## config.mk

```make
export PLATFORM = sky130hd
export DESIGN_NAME = seg_scan_driver
export DESIGN_NICKNAME = d
export VERILOG_FILES = /design/src/rtl/seg_scan_driver_pkg.sv /design/src/rtl/seg_scan_driver_bcd_split.sv /design/src/rtl/seg_scan_driver.sv
export SDC_FILE = /design/constraint.sdc
export NUM_CORES = 1
export LEC_CHECK = 0
export BUFFER_PORTS_ARGS = -buffer_cell sky130_fd_sc_hd__buf_2
export CORE_ASPECT_RATIO = 2
export CORE_UTILIZATION = 60
export DETAILED_ROUTE_END_ITERATION = 10
export PLACE_DENSITY = 0.8
export SETUP_SLACK_MARGIN = 0.2
export SLEW_MARGIN = 20
export SYNTH_ARGS = -nofsm -noshare
export SYNTH_HDL_FRONTEND = slang
export SYNTH_SLANG_ARGS = --single-unit
```

## constraint.sdc

```tcl
create_clock -name sys_clk -period 3.45 [get_ports sys_clk]
set_clock_uncertainty 0.15 [all_clocks]
set_input_delay 0.5175 -clock sys_clk [delete_from_list [all_inputs] [get_ports sys_clk]]
set_output_delay 0.5175 -clock sys_clk [all_outputs]
set_load 0.02 [all_outputs]
```

## src/rtl/seg_scan_driver_pkg.sv

```systemverilog
// Shared constants, digit slot encodings and code helpers for the 7-segment scan driver.
package seg_scan_driver_pkg;

  localparam int unsigned VAL_W = 6;
  localparam int unsigned DIG_W = 4;
  localparam int unsigned SEG_W = 8;
  localparam int unsigned SEL_W = 8;

  localparam logic [SEG_W-1:0] SEG_BLANK = 8'h00;
  localparam logic [SEG_W-1:0] SEG_DASH  = 8'h40;

  // Scan slot order is M_U -> M_T -> P_U -> P_T -> M_U.
  typedef enum logic [1:0] {
    IDX_M_U = 2'd0,
    IDX_M_T = 2'd1,
    IDX_P_U = 2'd2,
    IDX_P_T = 2'd3
  } idx_e;

  // {dp,g,f,e,d,c,b,a}; dp is never lit.
  function automatic logic [SEG_W-1:0] digit_code(input logic [DIG_W-1:0] d);
    case (d)
      4'd0:    return 8'h3F;
      4'd1:    return 8'h06;
      4'd2:    return 8'h5B;
      4'd3:    return 8'h4F;
      4'd4:    return 8'h66;
      4'd5:    return 8'h6D;
      4'd6:    return 8'h7D;
      4'd7:    return 8'h07;
      4'd8:    return 8'h7F;
      4'd9:    return 8'h6F;
      default: return SEG_BLANK;
    endcase
  endfunction

  // Physical enable for each slot; bank positions 2..5 are unused.
  function automatic logic [SEL_W-1:0] sel_code(input idx_e idx);
    case (idx)
      IDX_M_U: return 8'h01;
      IDX_M_T: return 8'h02;
      IDX_P_U: return 8'h40;
      IDX_P_T: return 8'h80;
      default: return 8'h01;
    endcase
  endfunction

  function automatic idx_e next_idx(input idx_e idx);
    case (idx)
      IDX_M_U: return IDX_M_T;
      IDX_M_T: return IDX_P_U;
      IDX_P_U: return IDX_P_T;
      IDX_P_T: return IDX_M_U;
      default: return IDX_M_U;
    endcase
  endfunction

endpackage

```

## src/rtl/seg_scan_driver_bcd_split.sv

```systemverilog
// Splits a 0..63 countdown into decimal tens/units; values 60..63 flag overflow.
module seg_scan_driver_bcd_split
  import seg_scan_driver_pkg::*;
(
  input  logic [VAL_W-1:0] v,
  output logic [DIG_W-1:0] tens,
  output logic [DIG_W-1:0] units,
  output logic             ovf
);

  always_comb begin
    tens  = '0;
    units = '0;
    ovf   = (v >= VAL_W'(60));
    if (!ovf) begin
      tens  = DIG_W'(v / VAL_W'(10));
      units = DIG_W'(v % VAL_W'(10));
    end
  end

endmodule

```

## src/rtl/seg_scan_driver.sv

```systemverilog
// Multiplexed 4-digit 7-seg scan for pedestrian/main countdowns with frame-synchronous
// double buffering, anti-ghost dead time, leading-zero blanking and per-pair blink.
module seg_scan_driver
  import seg_scan_driver_pkg::*;
#(
  parameter int unsigned CNT_DIS   = 25_000,
  parameter int unsigned DEAD      = 250,
  parameter int unsigned CNT_BLINK = 50_000_000
) (
  input  logic             sys_clk,
  input  logic             sys_rst_n,
  input  logic [VAL_W-1:0] p_cnt,
  input  logic [VAL_W-1:0] m_cnt,
  input  logic             load,
  input  logic             blink_p,
  input  logic             blink_m,
  input  logic             blank_lz,
  output logic [SEL_W-1:0] sel,
  output logic [SEG_W-1:0] seg,
  output logic             frame_done
);

  localparam int unsigned SLOT_W  = $clog2(CNT_DIS + 1);
  localparam int unsigned BLINK_W = $clog2(CNT_BLINK + 1);

  localparam logic [SLOT_W-1:0]  SLOT_LAST  = SLOT_W'(CNT_DIS);
  localparam logic [SLOT_W-1:0]  SLOT_PRE   = SLOT_W'(CNT_DIS - 1);
  localparam logic [SLOT_W-1:0]  DEAD_START = SLOT_W'(CNT_DIS - DEAD);
  localparam logic [BLINK_W-1:0] BLINK_LAST = BLINK_W'(CNT_BLINK);

  logic [SLOT_W-1:0]  slot_cnt, slot_cnt_nxt;
  idx_e               idx, idx_nxt;
  logic [VAL_W-1:0]   shadow_p, shadow_p_nxt;
  logic [VAL_W-1:0]   shadow_m, shadow_m_nxt;
  logic [VAL_W-1:0]   act_p, act_p_nxt;
  logic [VAL_W-1:0]   act_m, act_m_nxt;
  logic [BLINK_W-1:0] blink_cnt, blink_cnt_nxt;
  logic               blink_hide, blink_hide_nxt;
  logic [SEL_W-1:0]   sel_nxt;
  logic [SEG_W-1:0]   seg_nxt;
  logic               frame_done_nxt;

  logic               slot_end;
  logic               wrap;
  logic               pair_p;
  logic               is_tens;
  logic               pair_ovf;
  logic               pair_blink;
  logic [DIG_W-1:0]   digit;

  logic [DIG_W-1:0]   p_tens, p_units, m_tens, m_units;
  logic               p_ovf, m_ovf;

  seg_scan_driver_bcd_split u_bcd_p (
    .v     (act_p),
    .tens  (p_tens),
    .units (p_units),
    .ovf   (p_ovf)
  );

  seg_scan_driver_bcd_split u_bcd_m (
    .v     (act_m),
    .tens  (m_tens),
    .units (m_units),
    .ovf   (m_ovf)
  );

  always_ff @(posedge sys_clk or negedge sys_rst_n) begin
    if (!sys_rst_n) begin
      slot_cnt   <= '0;
      idx        <= IDX_M_U;
      shadow_p   <= '0;
      shadow_m   <= '0;
      act_p      <= '0;
      act_m      <= '0;
      blink_cnt  <= '0;
      blink_hide <= 1'b0;
      sel        <= sel_code(IDX_M_U);
      seg        <= SEG_BLANK;
      frame_done <= 1'b0;
    end else begin
      slot_cnt   <= slot_cnt_nxt;
      idx        <= idx_nxt;
      shadow_p   <= shadow_p_nxt;
      shadow_m   <= shadow_m_nxt;
      act_p      <= act_p_nxt;
      act_m      <= act_m_nxt;
      blink_cnt  <= blink_cnt_nxt;
      blink_hide <= blink_hide_nxt;
      sel        <= sel_nxt;
      seg        <= seg_nxt;
      frame_done <= frame_done_nxt;
    end
  end

  always_comb begin
    slot_cnt_nxt   = slot_cnt + SLOT_W'(1);
    idx_nxt        = idx;
    shadow_p_nxt   = shadow_p;
    shadow_m_nxt   = shadow_m;
    act_p_nxt      = act_p;
    act_m_nxt      = act_m;
    blink_cnt_nxt  = blink_cnt + BLINK_W'(1);
    blink_hide_nxt = blink_hide;
    sel_nxt        = sel_code(idx);
    frame_done_nxt = 1'b0;

    slot_end = (slot_cnt == SLOT_LAST);
    wrap     = slot_end && (idx == IDX_P_T);

    if (slot_end) begin
      slot_cnt_nxt = '0;
      idx_nxt      = next_idx(idx);
    end

    if (load) begin
      shadow_p_nxt = p_cnt;
      shadow_m_nxt = m_cnt;
    end

    // A load coinciding with the wrap goes straight to the display.
    if (wrap) begin
      act_p_nxt = load ? p_cnt : shadow_p;
      act_m_nxt = load ? m_cnt : shadow_m;
    end

    // Registered so the pulse lands in the wrap cycle itself.
    frame_done_nxt = (slot_cnt == SLOT_PRE) && (idx == IDX_P_T);

    if (blink_cnt == BLINK_LAST) begin
      blink_cnt_nxt  = '0;
      blink_hide_nxt = !blink_hide;
    end

    pair_p     = (idx == IDX_P_U) || (idx == IDX_P_T);
    is_tens    = (idx == IDX_M_T) || (idx == IDX_P_T);
    pair_ovf   = pair_p ? p_ovf : m_ovf;
    pair_blink = pair_p ? blink_p : blink_m;
    if (pair_p) begin
      digit = is_tens ? p_tens : p_units;
    end else begin
      digit = is_tens ? m_tens : m_units;
    end

    // Blanking priority: dead time, blink, overflow dash, leading zero.
    seg_nxt = digit_code(digit);
    if (slot_cnt > DEAD_START) begin
      seg_nxt = SEG_BLANK;
    end else if (pair_blink && blink_hide) begin
      seg_nxt = SEG_BLANK;
    end else if (pair_ovf) begin
      seg_nxt = SEG_DASH;
    end else if (blank_lz && is_tens && (digit == DIG_W'(0))) begin
      seg_nxt = SEG_BLANK;
    end
  end

endmodule

```

# After elaboration in Yosys (flattened, before gate mapping)
# Memories as Yosys holds them, arrays and structs flattened.
# Cells that the tools add are included.
[op_classes]
addsub = 2
div = 4
n_lt_le_gt_ge = 3
n_eq_ne = 6
mux = 19
reduce_logical = 10
[op_table]
columns = ["operator", "n"]
rows = [
  ["8-bit two-way mux", 4],
  ["8-bit case mux with 4 select lines", 1],
  ["15-bit == test, second input constant", 2],
  ["4-bit two-way mux", 7],
  ["26-bit by 1-bit adder with 26-bit output, second input constant", 1],
  ["26-bit == test, second input constant", 1],
  ["26-bit two-way mux", 1],
  ["15-bit by 1-bit adder with 15-bit output, second input constant", 1],
  ["15-bit greater-than comparator, second input constant", 1],
  ["15-bit two-way mux", 1],
  ["6-bit by 4-bit divider with 6-bit output, second input constant", 2],
  ["6-bit greater-or-equal comparator, second input constant", 2],
  ["6-bit by 4-bit remainder unit with 6-bit output, second input constant", 2],
  ["6-bit two-way mux", 2],
  ["2-bit case mux with 4 select lines", 1],
  ["1-bit logical AND", 5],
  ["2-bit == test, second input constant", 2],
  ["4-bit zero test", 1],
  ["2-bit by 1-bit == test with 1-bit output, second input constant", 1],
  ["2-bit zero test", 1],
  ["1-bit logical OR", 2],
  ["1-bit two-way mux", 2],
  ["1-bit zero test", 1],
]
[totals]
ff_bits = 85
rom_bits = 112
inputBits = 18
out_inout_bits = 17
elab_cells = 56
n_memories = 1
[mem_list]
columns = ["name", "depth", "word_bits", "read_ports", "rd_clocked_by_memory_dff", "write_ports", "line_no", "rtl"]
rows = [
  ["(no name shown)", 16, 7, 1, 0, 0, "seg_scan_driver_pkg.sv:22", "case (d)"],
]

# Logic depth before layout (Yosys ltp)
[logic_depth]
ltp_word = 10
mapped_depth = 15
ltp_nobuf = 13

# By module
# Synthesis repeated with hierarchy kept, for this count alone.
[hier_totals]
cells_unflattened = 473
area_unflattened_um2 = 4729.5
[modules_own_cells]
columns = ["mod", "instances", "cells_each", "area_per_inst_um2", "seq_area_each_um2"]
rows = [
  ["seg_scan_driver", 1, 359, 3958.8, 2003.2],
  ["seg_scan_driver_bcd_split", 2, 57, 385.4, 0.0],
]

# Worst setup path before layout
# Ideal clock, no wire load.
[synth_timing]
kind = "register to register"
start = "register act_m[5]"
end = "register seg[6]"
t_arrival_ns = 2.472
path_slack_ns = 0.741
stages_incl_launch_ff = 13
period_less_slack_ns = 2.709
cell_sequence = "dfrtp_1 buf_2 nand2b_1 o22ai_1 a221oi_1 mux2i_1 a22o_1 inv_1 ha_1 nand3_1 nor2_1 mux2_2 a211oi_2"
[synth_between]
elab_chain_len = 10
elab_cells_between_ends = 15
[synth_lines]
columns = ["element", "line_no", "rtl"]
rows = [
  ["from (decl)", "seg_scan_driver.sv:36", "logic [VAL_W-1:0] act_m, act_m_nxt;"],
  ["from (signal assigned)", "seg_scan_driver.sv:87", "act_m <= act_m_nxt;"],
  ["parallel branches: the longest is 7 deep, another holds memory 16 x 7 bit", "-", ""],
  ["8-bit two-way mux *", "seg_scan_driver.sv:151", "end else if (pair_ovf) begin"],
  ["8-bit two-way mux *", "seg_scan_driver.sv:149", "end else if (pair_blink && blink_hide) begin"],
  ["8-bit two-way mux *", "seg_scan_driver.sv:147", "if (slot_cnt > DEAD_START) begin"],
  ["named net seg_nxt[6]", "seg_scan_driver.sv:40", "logic [SEG_W-1:0] seg_nxt;"],
  ["to (signal assigned)", "seg_scan_driver.sv:91", "seg <= seg_nxt;"],
  ["to (decl)", "seg_scan_driver.sv:19", "output logic [SEG_W-1:0] seg,"],
]
# Mark *: on every way through the listed nets, which the timed path passes.
# A chain may end at the register's enable or synchronous reset.

# Worst setup path after layout
[layout_timing]
start = "register act_m[3]"
end = "register seg[6]"
# Same word-level chain as after synthesis.

==> impl_metrics.json <==
{
  "status": "complete, no violations",
  "synth_most_common_cell": "dfrtp_1",
  "area.growth.synth_to_final_pct": 10.5,
  "grt_usage_pct": 24.6,
  "core-area_sq_um": 6990,
  "n_antenna_cell": 0,
  "cts-resized-gates": 0,
  "fmax_mhz": 329,
  "yosysSeqAreaShare_pct": 45.6,
  "hpwlAfterDp_mm": 6.30,
  "synth-async-reset-ratio_pct": 100,
  "vias": 3195,
  "setup_viol": 0,
  "cp_slowest_stage_delay_ns": 0.50,
  "syn_area_sq_um": 4400,
  "fin_crit_sh_pct": 88.1,
  "fin_area_sq_um": 4860,
  "maxCapViolations": 0,
  "cts_sinks": 80,
  "worst_pin_slew_ns": 0.971,
  "via_per_inst": 5.88,
  "ys_seq_elements": 80,
  "grt_max_degree": 81,
  "crit_buf_inv": 1,
  "arrival_ns": 3.14,
  "clkLatencyLatePin_ns": 0.34,
  "netlist-cell-type-count": 64,
  "power_mw": 2.15,
  "rsz0062_at_grt": "false",
  "htree_levels": 3,
  "cp_cell_sequence": "nand2b_1 > o22ai_1 > a221oi_2 > mux2i_1 > a22o_1 > inv_1 > ha_1 > nand3_1 > nor2_1 > mux2_2 > a211oi_2",
  "initial_utilization_pct": 62.9,
  "yosysWarnings": 0,
  "critPathMaxFanout": 9,
  "ir_drop_mv": 0.436,
  "totalWireLength_mm": 8.73,
  "die_y_um": 123,
  "drive_above_1_share_pct": 19.9,
  "yosysTopAreaCell": "dfrtp_1",
  "cp_top_family": "compound AO/OA/AOI/OAI gates",
  "place_area_sq_um": 4550,
  "dieArea_sq_um": 7690,
  "grt_pass1_vias": 3199,
  "hold_viol": 0,
  "drtIter0Drc": 180,
  "slew_viol_final": 0,
  "port_buffers": 29,
  "clk_pin_slew_worst_paths_ns": 0.06,
  "row_count": 43,
  "cts_made_buffers": 9,
  "routabilityCongestion": 0.910,
  "die_x_um": 62.5,
  "grt_pass1_wl_mm": 14.4,
  "synth.top_cell.area_share_pct": 45.0,
  "nNetsFinal": 481,
  "tns_ns": 0,
  "max_slew_margin_pct": 35.3,
  "worstPathRequired_ns": 3.55,
  "cts_buffer_depth": 2,
  "p_leak_nw": 2.24,
  "synth_area_leaders": "dfrtp_1, mux2_2, ha_1, xnor2_1, nor2_1",
  "post-cts-setup-buffer-count": 0,
  "path_class": "flop to flop",
  "cts_tree": "done",
  "start_kind": "flop",
  "min_path_type": "primary input to async pin",
  "crit_slowest_cell": "dfrtp_1",
  "ant_nets": 0,
  "io_pins": 35,
  "grt_antenna_before_repair": 0,
  "endpoint_kind": "flop",
  "gr-total-overflow": 0,
  "n_fill_cell": 547,
  "cts-root-buf": "clkbuf_16",
  "syn_inst": 424,
  "syn_area_per_cell_sq_um": 10.4,
  "drc": 0,
  "synth_edf_count": 0,
  "synth_ff_type": "dfrtp_1",
  "firstDrtPassIters": 4,
  "ys_top_cells_by_count": "dfrtp_1, nor2_1, nand2_1",
  "p_per_area_nw_per_um2": 443,
  "fin_crit_ns": 3.04,
  "ctsHoldBuffers": 0,
  "wl_per_cell_um": 16.1
}
==> where the power goes <==
group          switching, mW  internal [mW]  total [mW]
clock network          0.388          0.582       0.970
logic                  0.108         0.0805       0.189
registers             0.0239          0.971       0.995
==> through the flow <==
step                setup slack (ns)  hold WS (ns)  std cells  util (%)
floorplan                      0.741        0.0719        428         -
global placement               0.522         0.315        527      65.0
detailed placement             0.349         0.336        527      65.0
CTS                            0.319         0.225        543      69.4
global route                   0.214         0.276        543      69.5
finish                         0.410         0.162        543      69.5
==> per-layer routing <==
layer | GRT usage [%] | vias to the layer above | share of wire [%]
met5 | 0 | - | 0
met4 | 18.2 | 0 | 4.8
met3 | 3.97 | 30 | 3.0
met2 | 44.2 | 70 | 54
met1 | 25.5 | 1579 | 38
li1 | - | 1516 | -
==> registers in the layout, indices dropped and copies added (netlist names) <==
signal / flops
frame_done: 1
slot_cnt: 15
act_m: 6
shadow_p: 6
blink_hide: 1
blink_cnt: 26
shadow_m: 6
idx: 2
seg: 7
sel: 4
act_p: 6
==> area by class of cell <==
type | instances | area, sq um | area share (%)
Clock buffer | 10 | 239 | 4.92
Clock inverter | 6 | 66.3 | 1.36
Inverter | 17 | 63.8 | 1.31
Multi-Input combinational cell | 308 | 2200 | 45.4
Sequential cell | 80 | 2000 | 41.2
Tap cell | 90 | 113 | 2.32
Timing Repair Buffer | 32 | 170 | 3.50
==> final timing paths <==
kind	from	to	slack (ns)	cells after the start
max in group asynchronous	sys_rst_n	slot_cnt[12]$_DFF_PN0_	2.34	1
min	sys_rst_n	act_m[0]$_DFFE_PN0P_	0.16	1
max reg2reg	act_m[3]$_DFFE_PN0P_	seg[6]$_DFF_PN0_	0.41	11
min reg2reg	blink_cnt[0]$_DFF_PN0_	blink_cnt[0]$_DFF_PN0_	0.34	1
min in group sys_clk	p_cnt[4]	shadow_p[4]$_DFF_PN0_	0.27	2
max	act_m[3]$_DFFE_PN0P_	seg[6]$_DFF_PN0_	0.41	11
==> cell families after synthesis <==
logic type | count (synthesis) | share of synthesized area [%]
compound gates | 62 | 9.70
xor+xnor | 37 | 7.37
fa+ha+maj | 15 | 4.27
buf+inv | 40 | 4.78
flops | 80 | 45.6
mux | 29 | 8.22
other cells | 1 | 0.0853
simple gates | 160 | 20.0
==> placed cells by master, fill, tap and decap left out, types with 3 or more instances in the layout <==
| cell type | n |
|---|---|
| nand3_1 | 25 |
| and4_1 | 5 |
| nand2b_1 | 5 |
| xnor2_1 | 19 |
| or2_2 | 4 |
| and2_1 | 4 |
| nor2b_1 | 7 |
| xor2_1 | 18 |
| nor3_1 | 3 |
| o21ai_0 | 15 |
| ha_1 | 15 |
| inv_1 | 17 |
| clkbuf_16 | 9 |
| buf_2 | 28 |
| nand4_1 | 6 |
| dfrtp_1 | 79 |
| conb_1 | 5 |
| nor2_1 | 42 |
| a21oi_1 | 15 |
| o211ai_1 | 3 |
| nand2_1 | 27 |
| nor4_1 | 3 |
| o22ai_1 | 3 |
| and3_1 | 9 |
| a221oi_1 | 3 |
| buf_4 | 4 |
| nor3b_1 | 3 |
| mux2_2 | 17 |
| mux2_4 | 10 |
Power figures use the tool's default switching activity.
